<file path="src/rtl/instr_fetch_unit.sv">
// ---------------------------------------------------------------------------
// instr_fetch_unit
//
// Fetch stage sitting directly in front of the instruction memory. It owns the
// program counter, drives the memory read address, and latches the returned
// instruction into an instruction register (IR). That register is offered to
// decode over a valid/ready handshake. Jumps (opcode 2'b11) are resolved here.
// A jump whose target is its own address halts the machine until reset.
//
// Ports:
//   clk          system clock, all state updates on the rising edge
//   reset        synchronous, active-high reset
//   Step         fetch enable (single-step pulse, or tied high for free-run)
//   Read_Address instruction memory read address, always equal to the PC
//   Instruction  combinational memory data for Read_Address
//   IR           registered instruction presented to decode
//   IR_Valid     IR holds an instruction that decode has not yet accepted
//   IR_Ready     decode accepts IR this cycle
//   PC_Out       address of the instruction currently held in IR
//   Instr_Count  number of issued instructions, saturating at 255
//   Halted       machine stopped on a jump-to-self
// ---------------------------------------------------------------------------
module instr_fetch_unit #(
    parameter int ADDR_W    = 8,
    parameter int INSTR_W   = 8,
    parameter int MEM_DEPTH = 5
) (
    input  logic               clk,
    input  logic               reset,
    input  logic               Step,
    output logic [ADDR_W-1:0]  Read_Address,
    input  logic [INSTR_W-1:0] Instruction,
    output logic [INSTR_W-1:0] IR,
    output logic               IR_Valid,
    input  logic               IR_Ready,
    output logic [ADDR_W-1:0]  PC_Out,
    output logic [7:0]         Instr_Count,
    output logic               Halted
);

    typedef enum logic [1:0] {
        FETCH = 2'd0,
        ISSUE = 2'd1,
        HALT  = 2'd2
    } state_t;

    localparam logic [1:0] OP_JUMP = 2'b11;

    state_t             state_q;
    logic [ADDR_W-1:0]  pc_q;
    logic [INSTR_W-1:0] ir_q;
    logic               irValid_q;
    logic [ADDR_W-1:0]  pcOut_q;
    logic [7:0]         instrCount_q;
    logic               halted_q;

    logic [ADDR_W-1:0]  fetchTarget;
    logic [ADDR_W-1:0]  seqPc;
    logic [ADDR_W-1:0]  rawNextPc;
    logic [ADDR_W-1:0]  nextPc;
    logic               fetchIsJump;
    logic [ADDR_W-1:0]  irTarget;
    logic               irIsSelfJump;
    logic [7:0]         countInc;

    // Next-PC selection for the instruction being fetched this cycle. Both the
    // sequential and the jump result are folded back to 0 when they fall
    // outside the populated part of memory.
    always_comb begin
        fetchIsJump = (Instruction[INSTR_W-1 -: 2] == OP_JUMP);
        fetchTarget = ADDR_W'(Instruction[5:0]);
        seqPc       = pc_q + ADDR_W'(1);
        rawNextPc   = fetchIsJump ? fetchTarget : seqPc;
        nextPc      = (rawNextPc >= ADDR_W'(MEM_DEPTH)) ? '0 : rawNextPc;
    end

    // Halt detection uses the raw 6-bit target of the issued jump, compared
    // against the address the jump itself was fetched from.
    always_comb begin
        irTarget     = ADDR_W'(ir_q[5:0]);
        irIsSelfJump = (ir_q[INSTR_W-1 -: 2] == OP_JUMP) && (irTarget == pcOut_q);
        countInc     = (instrCount_q == 8'hFF) ? instrCount_q : instrCount_q + 8'd1;
    end

    // Fetch/issue/halt sequencer. ISSUE is only ever entered with IR valid, so
    // IR_Ready alone decides the handshake there. HALT is left only by reset.
    always_ff @(posedge clk) begin
        if (reset) begin
            state_q      <= FETCH;
            pc_q         <= '0;
            ir_q         <= '0;
            irValid_q    <= 1'b0;
            pcOut_q      <= '0;
            instrCount_q <= 8'd0;
            halted_q     <= 1'b0;
        end else begin
            case (state_q)
                FETCH: begin
                    if (Step) begin
                        ir_q      <= Instruction;
                        pcOut_q   <= pc_q;
                        irValid_q <= 1'b1;
                        pc_q      <= nextPc;
                        state_q   <= ISSUE;
                    end
                end
                ISSUE: begin
                    if (IR_Ready) begin
                        irValid_q    <= 1'b0;
                        instrCount_q <= countInc;
                        if (irIsSelfJump) begin
                            halted_q <= 1'b1;
                            state_q  <= HALT;
                        end else begin
                            state_q  <= FETCH;
                        end
                    end
                end
                HALT: begin
                    irValid_q <= 1'b0;
                    halted_q  <= 1'b1;
                end
                default: begin
                    state_q <= FETCH;
                end
            endcase
        end
    end

    assign Read_Address = pc_q;
    assign IR           = ir_q;
    assign IR_Valid     = irValid_q;
    assign PC_Out       = pcOut_q;
    assign Instr_Count  = instrCount_q;
    assign Halted       = halted_q;

endmodule
</file>
<file path="config.mk">
export PLATFORM = sky130hd
export DESIGN_NAME = instr_fetch_unit
export DESIGN_NICKNAME = d
export VERILOG_FILES = /design/src/rtl/instr_fetch_unit.sv
export SDC_FILE = /design/constraint.sdc
export NUM_CORES = 1
export LEC_CHECK = 0
export ABC_AREA = 1
export CELL_PAD_IN_SITES_DETAIL_PLACEMENT = 1
export CELL_PAD_IN_SITES_GLOBAL_PLACEMENT = 2
export CORE_ASPECT_RATIO = 0.9
export CORE_UTILIZATION = 28
export DETAILED_ROUTE_END_ITERATION = 8
export HOLD_SLACK_MARGIN = 0.12
export PLACE_DENSITY_LB_ADDON = 0.08
export RECOVER_POWER = 50
export SLEW_MARGIN = 20
export SYNTH_ARGS = -nofsm -noshare
export SYNTH_HDL_FRONTEND = slang
export SYNTH_SLANG_ARGS = --single-unit
</file>
<file path="constraint.sdc">
create_clock -name clk -period 2.95 [get_ports clk]
set_clock_uncertainty 0.2 [all_clocks]
set_input_delay 0.4425 -clock clk [delete_from_list [all_inputs] [get_ports clk]]
set_output_delay 0.4425 -clock clk [all_outputs]
set_load 0.005 [all_outputs]
</file>
==> impl_metrics.ini, run 1 <==
[outcome]
status = completed

[synthesis]
synth_top_family_by_area = simple AND/OR/NAND/NOR gates
syn_nets = 272
synth_compound_area_frac = 0.1349
yosysSeqAreaShare = 0.3983
yosysTopAreaCell = dfxtp_1
synth-seq-cells = 36
yosys.area_share.simple = 0.3174
synth-edff-count = 0
yosysMostFrequentCell = nand2_1
synth_top_area_share = 0.3983
synth.distinct_cells = 29
synth_fa_ha_area_frac = 0.04149
synth_xor_area_frac = 0.02420
syn_area_per_cell_sq_um = 7.123
synth_mux_area_frac = 0
yosysWarningCount = 0
async_flop_share = 0
syn_area_sq_um = 1809
synth_ff_type = dfxtp_1
synth_common_cells = 42 x nand2_1, 36 x dfxtp_1, 33 x nor2_1
netlist_top_cells_area = dfxtp_1 40%, nand2_1 8.7%, nor2_1 6.8%
netlist_instances = 254

[clock_tree]
clk_pin_slew_ps = 80
cts-root-buf = clkbuf_8
tritoncts = done
cts_hold_buf = 0
postCtsSetupBuffers = 0
cts.repair.resized = 0
htree_levels = 2
clock_sinks = 36
numCtsBuffers = 5
clk_path_buf_depth = 2
clk_latency_ps = 290

[final_layout]
area_growth_syn_to_layout_pct = 32.50
nets = 318
final-seq-area_sq_um = 720.7
drive_above_1_share = 0.06333
antenna_cells = 0
multiInputGateArea_sq_um = 915.9
final_cell_count_no_fill = 387
fin_util = 0.3878
nFillCells = 794

[sta]
hold_slack_ps = 266.4
timing.fmax_mhz = 476.1
fin_crit_ps = 2100
slew_violations = 0
tightest_slew_ps = 705.1
finalCritPeriodShare = 0.7120
finalHoldViolCount = 0
setup_viol = 0
rsz0062_at_grt = false
slew_headroom = 0.5294
fin_tns_setup_ps = 0

[floorplanning]
core_area_sq_um = 6182
die_h_um = 78.26
io_pins = 46
fp.dieArea_sq_um = 6787
fp.dieW_um = 86.73
rows = 27
initial_core_util = 0.2927

[setup_path]
r2r_slack_ps = 850
arrival_ps = 2120
crit_fanout = 16
crit_top_cell = inv_1
end_kind = register
cp_top_family = buffers and inverters
start_kind = register
critPathKind = reg2reg
critical_path_buf_inv_count = 3
path_cells = inv_1 -> ha_1 -> nand2_1 -> inv_1 -> clkbuf_1 -> o21ai_0 -> a21oi_1
r2r_start = state_q[0]
r2r-end = PC_Out[4]
r2r_cells = 7
crit_slowest_cell = clkbuf_1
worstPathRequired_ps = 2970
cpPeakStageDelay_ps = 540

[hold_path]
hold_depth = 2
min_to = IR_Valid
hp-class = reg2reg
min_from = IR_Valid

[routing]
via_count = 1768
firstDrtPassIters = 5
post_drt_wl_per_cell_um = 13.70
wl_mm = 5.303
viasPerCell = 4.568
drtAntennaViolNets = 0
drtIter0Drc = 31
drc = 0

[power_and_ir_drop]
ir_drop_uv = 293.4
combPwrFrac = 0.361
p_per_area_nw_per_um2 = 654.5
seq_power_share = 0.418
p_leak_nw = 0.9494
switching_power_uw = 567.5
intPower_mw = 1.002
clockPowerShare = 0.221
swShare = 0.3617

[grt]
overflow = 0
first_global_vias = 1724
grt_max_degree = 24
antenna_found_initial = 0
grt_pass1_wl_mm = 8.549
grt_usage = 0.1656

[place]
io_buffers = 45
dp_cells = 380
dp_hpwl_mm = 3.916
gp_congestion = 0.7721

[job]
cap_violations = 0
worst reg2reg max path, stage by stage, from the launching register on:
cell      delay, ps
dfxtp_1         330
inv_1           100
ha_1            200
nand2_1          90
inv_1           260
clkbuf_1        540
o21ai_0         160
a21oi_1         160
how the worst max path moves through the flow:
| stage | to | depth (start not counted) | from |
|---|---|---|---|
| 2_1_floorplan | Read_Address[0] | 10 | Read_Address[0] |
| 5_1_grt | PC_Out[2] | 7 | state_q[0] |
| 6_report | PC_Out[4] | 7 | state_q[0] |
| 4_1_cts | Read_Address[0] | 1 | Read_Address[0] |
| 3_5_place_dp | Read_Address[0] | 9 | Instruction[6] |
| 3_3_place_gp | Read_Address[0] | 8 | Instruction[6] |
routing by layer:
layer	track usage	up-vias	wire length (um)
met4	0.05167	0	69
met3	0.03365	7	195
met5	0	-	0
met2	0.2619	35	2294
met1	0.2249	811	2743
li1	-	915	-
stage by stage:
stage,power (mW),area [sq um],worst slack (ps)
after floorplan,0.9764,1809,1382
after global placement,1.257,2345,777.0
after detailed placement,1.260,2345,732.6
after CTS,1.616,2422,916.2
after global routing,1.693,2397,650.1
final,1.569,2397,849.6
cell usage in the layout, fill, tap and decap left out:
cell,Yosys,routed
nor3b_1,0,1
clkbuf_1,6,2
dlygate4sd3_1,0,8
xnor2_1,2,2
o21ai_0,23,23
o21bai_1,1,1
nor2_1,33,34
nor4_1,2,2
a21oi_1,20,20
nand3_1,23,23
nor3_1,5,5
or2_2,3,3
xor2_1,3,3
inv_1,28,28
clkinv_2,0,1
o21ai_2,1,1
clkbuf_8,0,5
and2_1,1,1
nand2_1,42,43
nor3_2,1,1
nor3b_2,2,1
nor2_2,4,3
ha_1,6,6
clkdlybuf4s50_1,0,37
o22ai_1,2,2
dfxtp_1,36,36
nand2_2,2,2
buf_4,1,2
or2_0,1,1
nand4_1,2,3
state kept, by name (all words and copies together), names as in the netlist:
register and cells:
Halted 1, IR_Valid 1, PC_Out 8, state_q 2, Instr_Count 8, Read_Address 8
IR 8
power by group through the flow:
stage / registers (mW) / logic (mW) / clock network (mW)
5_1_grt: 0.670 / 0.640 / 0.383
2_1_floorplan: 0.658 / 0.318 / 0
4_1_cts: 0.660 / 0.595 / 0.361
3_5_place_dp: 0.669 / 0.591 / 0
3_3_place_gp: 0.669 / 0.589 / 0
6_report: 0.656 / 0.566 / 0.347
cell families after synthesis:
family,Yosys count
buf+inv,37
compound gates,47
xor+xnor,5
flops,36
simple gates,123
fa+ha+maj,6
area by class of cell:
class                   count  share of cell area
clock buffers               6             0.03027
inverters                  28             0.04384
flip-flops and latches     36              0.3006
repair buffers             48              0.1957
well taps                  87             0.04541
multi-input cells         181              0.3820
clock inverters             1            0.002088
(Power assumes the default switching activity.)
==> run 2: changes to the inputs <==
Settings changed: CORE_UTILIZATION 28 to 24.
Clock period 2.95 ns to 1.7 ns, I/O delays scaled along.
==> impl_metrics.ini, run 2 (synthesis results as in run 1) <==
[place]
dp_hpwl_mm = 4.309
io_buffers = 45
gp_congestion = 0.7901
place_area_sq_um = 2545

[sta]
finalHoldViolCount = 0
slew_headroom = 0.7809
setup_viol = 0
fin_crit_ps = 1653
finalCritPeriodShare = 0.9723
slew_violations = 0
fin_tns_setup_ps = 0
timing.fmax_mhz = 605.0
tightest_slew_ps = 325.7
rsz0062_at_grt = true

[setup_path]
crit_slowest_cell = clkdlybuf4s50_1
cpPeakStageDelay_ps = 520
worstPathRequired_ps = 1240
start_kind = register
critPathKind = reg2out
arrival_ps = 1200
cp_top_family = buffers and inverters
crit_fanout = 4
critical_path_buf_inv_count = 1
end_kind = primary output
path_cells = clkdlybuf4s50_1

[routing]
wl_mm = 5.781
post_drt_wl_per_cell_um = 13.83
drtAntennaViolNets = 0
drtIter0Drc = 58
firstDrtPassIters = 4
viasPerCell = 4.440
via_count = 1856
drc = 0

[grt]
overflow = 0
first_global_vias = 1854
grt_busiest_layer = met2
grt_pass1_wl_mm = 9.563
grt_util_met2 = 0.2320
grt_usage = 0.1557
use_met3 = 0.03261
antenna_found_initial = 0
grtUsageMet1 = 0.2291
grt_max_degree = 24

[final_layout]
layout_commonest_cell = nand2_1
postLayoutCellArea_sq_um = 2775
antenna_cells = 0
final_cell_mix = 42 x nand2_1, 37 x clkdlybuf4s50_1, 33 x nor2_1, 28 x inv_1, 24 x buf_4
nets = 342
nFillCells = 884
drive_above_1_share = 0.2400
area_growth_syn_to_layout_pct = 53.39

[floorplanning]
fp.dieArea_sq_um = 7890
initial_core_util = 0.2518
die_h_um = 84.37
io_pins = 46
core_area_sq_um = 7184
rows = 29
fp.dieW_um = 93.52

[clock_tree]
tritoncts = done
clk_latency_ps = 290
clk_pin_slew_ps = 80
clk_path_buf_depth = 2
postCtsSetupBuffers = 0
cts_hold_buf = 0
numCtsBuffers = 5
htree_levels = 2
cts-root-buf = clkbuf_8
clock_sinks = 36

[power_and_ir_drop]
p_per_area_nw_per_um2 = 1164
ir_drop_uv = 572.4
p_leak_nw = 1.219

[outcome]
status = completed

[hold_path]
hp-class = in2reg

[job]
cap_violations = 0
==> run 2: changes by cell type in the layout (fill, tap and decap cells not counted), moves of 3 or more <==
cell / delta
nand3_1: -3
o21ai_0: -3
nand3_2: +3
buf_4: +22
dlymetal6s2s_1: +6
dfxtp_2: +19
dfxtp_1: -20
dlygate4sd3_1: -8
==> run 2: area by class of cell <==
type	count	area, sq um	share of cell area
Multi-Input combinational cell	181	993.5	0.3580
Sequential cell	36	748.2	0.2696
Timing Repair Buffer	72	685.7	0.2471
Tap cell	93	116.4	0.04193
Inverter	28	105.1	0.03787
Clock buffer	7	96.34	0.03472
Clock inverter	1	30.03	0.01082
==> run 2: layer usage <==
metal,wire [um],up-vias
met3,207,2
met5,0,-
li1,-,965
met4,34,0
met2,2508,32
met1,3031,857
==> run 2: report_power, final <==
part / total, mW / switching (mW) / internal (mW)
sequential: 1.14 / 0.132 / 1.01
clock: 0.853 / 0.335 / 0.518
combinational: 1.23 / 0.585 / 0.648
total: 3.23 / 1.05 / 2.18
==> run 2: repair_timing <==
action	in CTS	in global routing
setup endpoints to repair	13	23
resized for setup	18	31
pin swaps	0	1
endpoints found under the hold margin	0	0
==> run 2: through the flow <==
stage,util,cells,hold slack [ps],power (mW),setup slack [ps]
global placement,0.3542,410,252.9,2.362,-194.9
CTS,0.3751,418,278.2,3.247,0.3983
global route,0.3863,418,271.2,3.478,-37.56
detailed placement,0.3542,410,266.3,2.360,-235.1
finish,0.3863,418,235.0,3.232,47.15
floorplan,-,254,124.5,1.694,132.2
==> run 2: final timing paths <==
kind	startpoint	to	slack [ps]	cells past startpoint
hold / removal	Instruction[6]	IR[6]	240	4
hold reg to reg	IR_Valid	IR_Valid	270	2
setup / recovery	PC_Out[5]	PC_Out[5]	50	1
setup reg to reg	Read_Address[0]	Read_Address[2]	110	9
